--- config.mk ---
export PLATFORM = sky130hd
export DESIGN_NAME = pipeline_hazard_ctrl
export DESIGN_NICKNAME = d
export VERILOG_FILES = /design/src/rtl/pipeline_hazard_ctrl.sv
export SDC_FILE = /design/constraint.sdc
export NUM_CORES = 1
export LEC_CHECK = 0
export ABC_AREA = 0
export CORE_UTILIZATION = 54
export DETAILED_ROUTE_END_ITERATION = 8
export PLACE_DENSITY_LB_ADDON = 0.1
export SLEW_MARGIN = 10
export SYNTH_ARGS = -nofsm -noshare
export SYNTH_HDL_FRONTEND = slang
export SYNTH_SLANG_ARGS = --single-unit
--- constraint.sdc ---
create_clock -name clk -period 5.7 [get_ports clk]
set_input_delay 0.57 -clock clk [delete_from_list [all_inputs] [get_ports clk]]
set_output_delay 0.57 -clock clk [all_outputs]
set_load 0.05 [all_outputs]
--- src/rtl/pipeline_hazard_ctrl.sv ---
// Hazard/forwarding controller for the 5-stage LEGv8 pipeline (EX/MEM/WB scoreboard).
// Optional macro PIPE_FLAG_FWD_EN: B.cond takes live EX ALU flags instead of stalling.
`timescale 1ns/1ps
module pipeline_hazard_ctrl #(
    parameter int REG_W    = 5,
    parameter int ZERO_REG = 31
) (
    input  logic             clk,
    input  logic             reset,
    input  logic             id_valid,
    input  logic [REG_W-1:0] id_rn,
    input  logic [REG_W-1:0] id_r2,
    input  logic             id_use_rn,
    input  logic             id_use_r2,
    input  logic [REG_W-1:0] id_rd,
    input  logic             id_regwrite,
    input  logic             id_memread,
    input  logic             id_flagen,
    input  logic             id_is_cbz,
    input  logic             id_is_bcond,
    input  logic             id_br_taken,
    input  logic             mem_busy,
    output logic             stall_pc,
    output logic             stall_ifid,
    output logic             bubble_idex,
    output logic             flush_ifid,
    output logic [1:0]       fwd_a,
    output logic [1:0]       fwd_b,
    output logic             fwd_flags
);

    localparam logic [REG_W-1:0] ZR = REG_W'(ZERO_REG);

    typedef struct packed {
        logic             valid;
        logic [REG_W-1:0] rn;
        logic [REG_W-1:0] r2;
        logic             use_rn;
        logic             use_r2;
        logic [REG_W-1:0] rd;
        logic             regwrite;
        logic             memread;
        logic             flagen;
    } slot_t;

    slot_t ex_q, mem_q, wb_q, id_slot;
    logic  load_use, cbz_stall, bcond_hit, stall;

    function automatic logic eff_write(input slot_t s);
        return s.valid && s.regwrite && (s.rd != ZR);
    endfunction

    // A load sitting in MEM cannot forward its ALU address; it is picked up from WB instead.
    function automatic logic [1:0] fwd_sel(input logic [REG_W-1:0] src, input slot_t m, input slot_t w);
        if (eff_write(m) && m.rd == src && !m.memread)
            return 2'b01;
        else if (eff_write(w) && w.rd == src)
            return 2'b10;
        else
            return 2'b00;
    endfunction

    assign id_slot = {id_valid, id_rn, id_r2, id_use_rn, id_use_r2, id_rd,
                      id_regwrite, id_memread, id_flagen};

    always_comb begin
        load_use  = id_valid && ex_q.valid && ex_q.memread && eff_write(ex_q) &&
                    ((id_use_rn && id_rn == ex_q.rd) || (id_use_r2 && id_r2 == ex_q.rd));
        cbz_stall = id_valid && id_is_cbz &&
                    ((eff_write(ex_q) && ex_q.rd == id_r2) || (eff_write(mem_q) && mem_q.rd == id_r2));
        bcond_hit = id_valid && id_is_bcond && ex_q.valid && ex_q.flagen;
`ifdef PIPE_FLAG_FWD_EN
        stall     = load_use || cbz_stall;
`else
        stall     = load_use || cbz_stall || bcond_hit;
`endif
    end

    always_comb begin
        stall_pc    = 1'b0;
        stall_ifid  = 1'b0;
        bubble_idex = 1'b0;
        flush_ifid  = 1'b0;
        fwd_a       = 2'b00;
        fwd_b       = 2'b00;
        fwd_flags   = 1'b0;
        if (!reset) begin
            fwd_a = fwd_sel(ex_q.rn, mem_q, wb_q);
            fwd_b = fwd_sel(ex_q.r2, mem_q, wb_q);
`ifdef PIPE_FLAG_FWD_EN
            fwd_flags = bcond_hit;
`endif
            if (mem_busy) begin
                stall_pc   = 1'b1;
                stall_ifid = 1'b1;
            end else begin
                stall_pc    = stall;
                stall_ifid  = stall;
                bubble_idex = stall;
                flush_ifid  = id_valid && id_br_taken && !stall;
            end
        end
    end

    // Bubbles are loaded as an all-zero slot so no stale fields linger in EX.
    always_ff @(posedge clk) begin
        if (reset) begin
            ex_q  <= '0;
            mem_q <= '0;
            wb_q  <= '0;
        end else if (!mem_busy) begin
            wb_q  <= mem_q;
            mem_q <= ex_q;
            ex_q  <= (stall || !id_valid) ? '0 : id_slot;
        end
    end

endmodule

==> load_flow_metrics.sql <==
INSERT INTO impl_metrics (metric_group, metric, value, unit) VALUES
('die', 'pin_count', '36', ''),
('layout', 'syn2layout_area_growth', '21.5', '%'),
('detailed_routing', 'drt-met1-wl', '1.73', 'mm'),
('sta', 'max_slew_violation_total_from_the_final_report', '0', ''),
('logic_synthesis', 'synthCells', '178', ''),
('layout', 'layout-drive-gt1-share', '0.0441', ''),
('place', 'place.gp.congestion', '0.841', ''),
('detailed_routing', 'detail_route.drc_violations', '0', ''),
('detailed_routing', 'dr.first_iter.drc_count', '62', ''),
('logic_synthesis', 'syn_avg_cell_area', '9.71', 'um2'),
('logic_synthesis', 'distinct_cell_type_count_after_synthesis', '29', ''),
('logic_synthesis', 'post_synth_mux_area_share', '0.0868', ''),
('worst_setup_path', 'worst-r2r-setup-slack', '3590', 'ps'),
('clock_tree', 'clkTransAtPathRegs', '90', 'ps'),
('layout', 'layout.cells.most_common_list', 'sky130_fd_sc_hd__dfxtp_1, sky130_fd_sc_hd__clkdlybuf4s50_1, sky130_fd_sc_hd__xnor2_1', ''),
('place', 'numPortBuffers', '34', ''),
('detailed_routing', 'dr_total_vias', '1404', ''),
('worst_setup_path', 'crit_path_max_fanout', '22', ''),
('layout', 'multiInputGateArea', '950', 'um2'),
('worst_setup_path', 'r2r-start', 'mem_q[5]$_SDFFE_PP0N_', ''),
('worst_hold_path', 'min_to', 'ex_q[0]$_SDFFE_PP0N_', ''),
('sta', 'setup-violations-final', '0', ''),
('logic_synthesis', 'synth_seq_area_share', '0.394', ''),
('global_route', 'grt_start_max_net_pins', '23', ''),
('clock_tree', 'cts.repair.resized', '0', ''),
('logic_synthesis', 'synthSimpleGateAreaFrac', '0.140', ''),
('flow_run', 'max_cap_viol_count', '0', ''),
('detailed_routing', 'postRouteWirelength', '3.84', 'mm'),
('clock_tree', 'clk-insertion-delay-late', '340', 'ps'),
('sta', 'layout_worst_path_cycle_share', '0.698', ''),
('detailed_routing', 'final_antenna_net_count', '0', ''),
('place', 'dp.final_hpwl', '2.89', 'mm'),
('sta', 'worst-slew-pin-transition', '762', 'ps'),
('logic_synthesis', 'synth_largest_area_cell', 'sky130_fd_sc_hd__dfxtp_1', ''),
('worst_setup_path', 'startpoint_type', 'primary input', ''),
('clock_tree', 'cts_tree', 'built', ''),
('worst_hold_path', 'worst_min_delay_path_category', 'reg -> reg', ''),
('worst_hold_path', 'worst_hold_path.num_cells', '1', ''),
('logic_synthesis', 'area_fraction_in_compound_gates_after_synthesis', '0.142', ''),
('sta', 'fmaxAchievable', '251', 'MHz'),
('global_route', 'antenna_found_initial', '0', ''),
('layout', 'nets', '230', ''),
('clock_tree', 'cts_num_sinks', '34', ''),
('logic_synthesis', 'synth-adder-area-share', '0', ''),
('global_route', 'global_route.usage.total', '0.251', ''),
('status', 'run_status', 'complete, no violations', ''),
('logic_synthesis', 'synth-seq-cells', '34', ''),
('worst_setup_path', 'critical_path_class', 'in -> out', ''),
('detailed_routing', 'detail_route.vias_per_cell', '5.66', ''),
('worst_setup_path', 'rr_worst_depth', '5', ''),
('logic_synthesis', 'portion_of_synthesized_cell_area_occupied_by_the_leading_cell_type', '0.394', ''),
('detailed_routing', 'detailroute.wirelength.met3', '150', 'um'),
('sta', 'hold_ws', '494', 'ps'),
('layout', 'nFillCells', '271', ''),
('worst_setup_path', 'worstPathRequired', '5130', 'ps'),
('logic_synthesis', 'mappedNetlistArea', '0.00173', 'mm2'),
('clock_tree', 'cts_made_buffers', '5', ''),
('sta', 'timing_hold_violations_final', '0', ''),
('logic_synthesis', 'synth_warnings', '0', ''),
('worst_setup_path', 'cp_data_arrival_time', '3410', 'ps'),
('logic_synthesis', 'dominant_combinational_cell_family_by_area_after_synthesis', 'XOR/XNOR gates', ''),
('worst_hold_path', 'hold_path_startpoint', 'ex_q[0]$_SDFFE_PP0N_', ''),
('detailed_routing', 'wl_met2', '1.92', 'mm'),
('layout', 'combined_flip_flop_and_latch_cell_area', '681', 'um2'),
('pwr', 'power.density_cell_area', '217', 'mW/mm2'),
('worst_setup_path', 'crit_path_end_kind', 'primary output', ''),
('detailed_routing', 'post_dr_wirelength_cell', '15.5', 'um'),
('clock_tree', 'postCtsSetupRepairBufs', '0', ''),
('detailed_routing', 'route.top_layer_used', 'met4', ''),
('die', 'initial_core_util', '0.566', ''),
('clock_tree', 'htree_num_levels', '2', '');
==> synth_stat cells <==
master and n:
sky130_fd_sc_hd__dfxtp_1 34, sky130_fd_sc_hd__xnor2_1 27, sky130_fd_sc_hd__a32o_1 18, sky130_fd_sc_hd__nor2_1 17, sky130_fd_sc_hd__mux2i_1 15, sky130_fd_sc_hd__nand3_1 8, sky130_fd_sc_hd__xor2_1 8, sky130_fd_sc_hd__buf_2 6
sky130_fd_sc_hd__clkbuf_1 5, sky130_fd_sc_hd__nand2_1 5, sky130_fd_sc_hd__nand4_1 5, sky130_fd_sc_hd__and3_1 4, sky130_fd_sc_hd__nor4_1 4, sky130_fd_sc_hd__a31oi_1 2, sky130_fd_sc_hd__buf_1 2, sky130_fd_sc_hd__buf_4 2
sky130_fd_sc_hd__buf_6 2, sky130_fd_sc_hd__inv_1 2, sky130_fd_sc_hd__o31a_1 2, sky130_fd_sc_hd__a21boi_0 1, sky130_fd_sc_hd__a22o_1 1, sky130_fd_sc_hd__conb_1 1, sky130_fd_sc_hd__nand4b_1 1, sky130_fd_sc_hd__nor2b_1 1
sky130_fd_sc_hd__nor3_1 1, sky130_fd_sc_hd__o211a_1 1, sky130_fd_sc_hd__o22a_1 1, sky130_fd_sc_hd__or4_1 1, sky130_fd_sc_hd__or4b_1 1
==> critical path: stages <==
cell and delay [ps]:
sky130_fd_sc_hd__clkdlybuf4s50_1 550, sky130_fd_sc_hd__xnor2_1 150, sky130_fd_sc_hd__nand3_1 120, sky130_fd_sc_hd__or4b_1 500
sky130_fd_sc_hd__o211a_1 370, sky130_fd_sc_hd__a31oi_1 300, sky130_fd_sc_hd__clkdlybuf4s50_1 850
==> kinds of logic after synthesis <==
family | after synthesis
XOR/XNOR | 35
AND/OR/NAND/NOR | 48
buffers and inverters | 19
other | 1
AO/OA/AOI/OAI | 26
multiplexers | 15
flip-flops | 34
==> through the flow <==
| stage | setup slack [ps] | utilization | total power [mW] |
|---|---|---|---|
| finish | 1720 | 0.688 | 0.457 |
| global route | 1570 | 0.688 | 0.478 |
| CTS | 1710 | 0.687 | 0.461 |
| detailed placement | 1710 | 0.668 | 0.325 |
| global placement | 1780 | 0.668 | 0.323 |
| floorplan | 2320 | - | 0.297 |
==> sequential cells by signal (all words and copies together), names as in the netlist <==
register  cells
ex_q         19
wb_q          7
mem_q         8
==> routing by layer <==
metal,vias to the layer above,GRT usage
li1,695,-
met1,669,0.306
met2,35,0.432
met3,5,0.0703
met4,0,0.0714
met5,-,0
==> power by group <==
group	leakage, nW	switching [mW]	internal (mW)
clock network	0.0353	0.0765	0.0597
registers	0.276	0.0102	0.245
logic	0.471	0.0288	0.0368
total	0.783	0.115	0.341
==> worst max path at each step <==
| stage | endpoint | startpoint | slack [ps] |
|---|---|---|---|
| floorplan | stall_pc | id_r2[4] | 2320 |
| global placement | stall_ifid | id_r2[4] | 1780 |
| detailed placement | stall_ifid | id_r2[0] | 1710 |
| CTS | stall_ifid | id_r2[0] | 1710 |
| global route | bubble_idex | id_r2[4] | 1570 |
| finish | stall_ifid | id_r2[0] | 1720 |
==> final cells by class <==
| class | count | share of cell area |
|---|---|---|
| Multi-Input combinational cell | 125 | 0.452 |
| Clock inverter | 1 | 0.00238 |
| Sequential cell | 34 | 0.324 |
| Clock buffer | 7 | 0.0262 |
| Timing Repair Buffer | 35 | 0.166 |
| Tap cell | 44 | 0.0262 |
| Inverter | 2 | 0.00357 |
(Power assumes the default switching activity.)
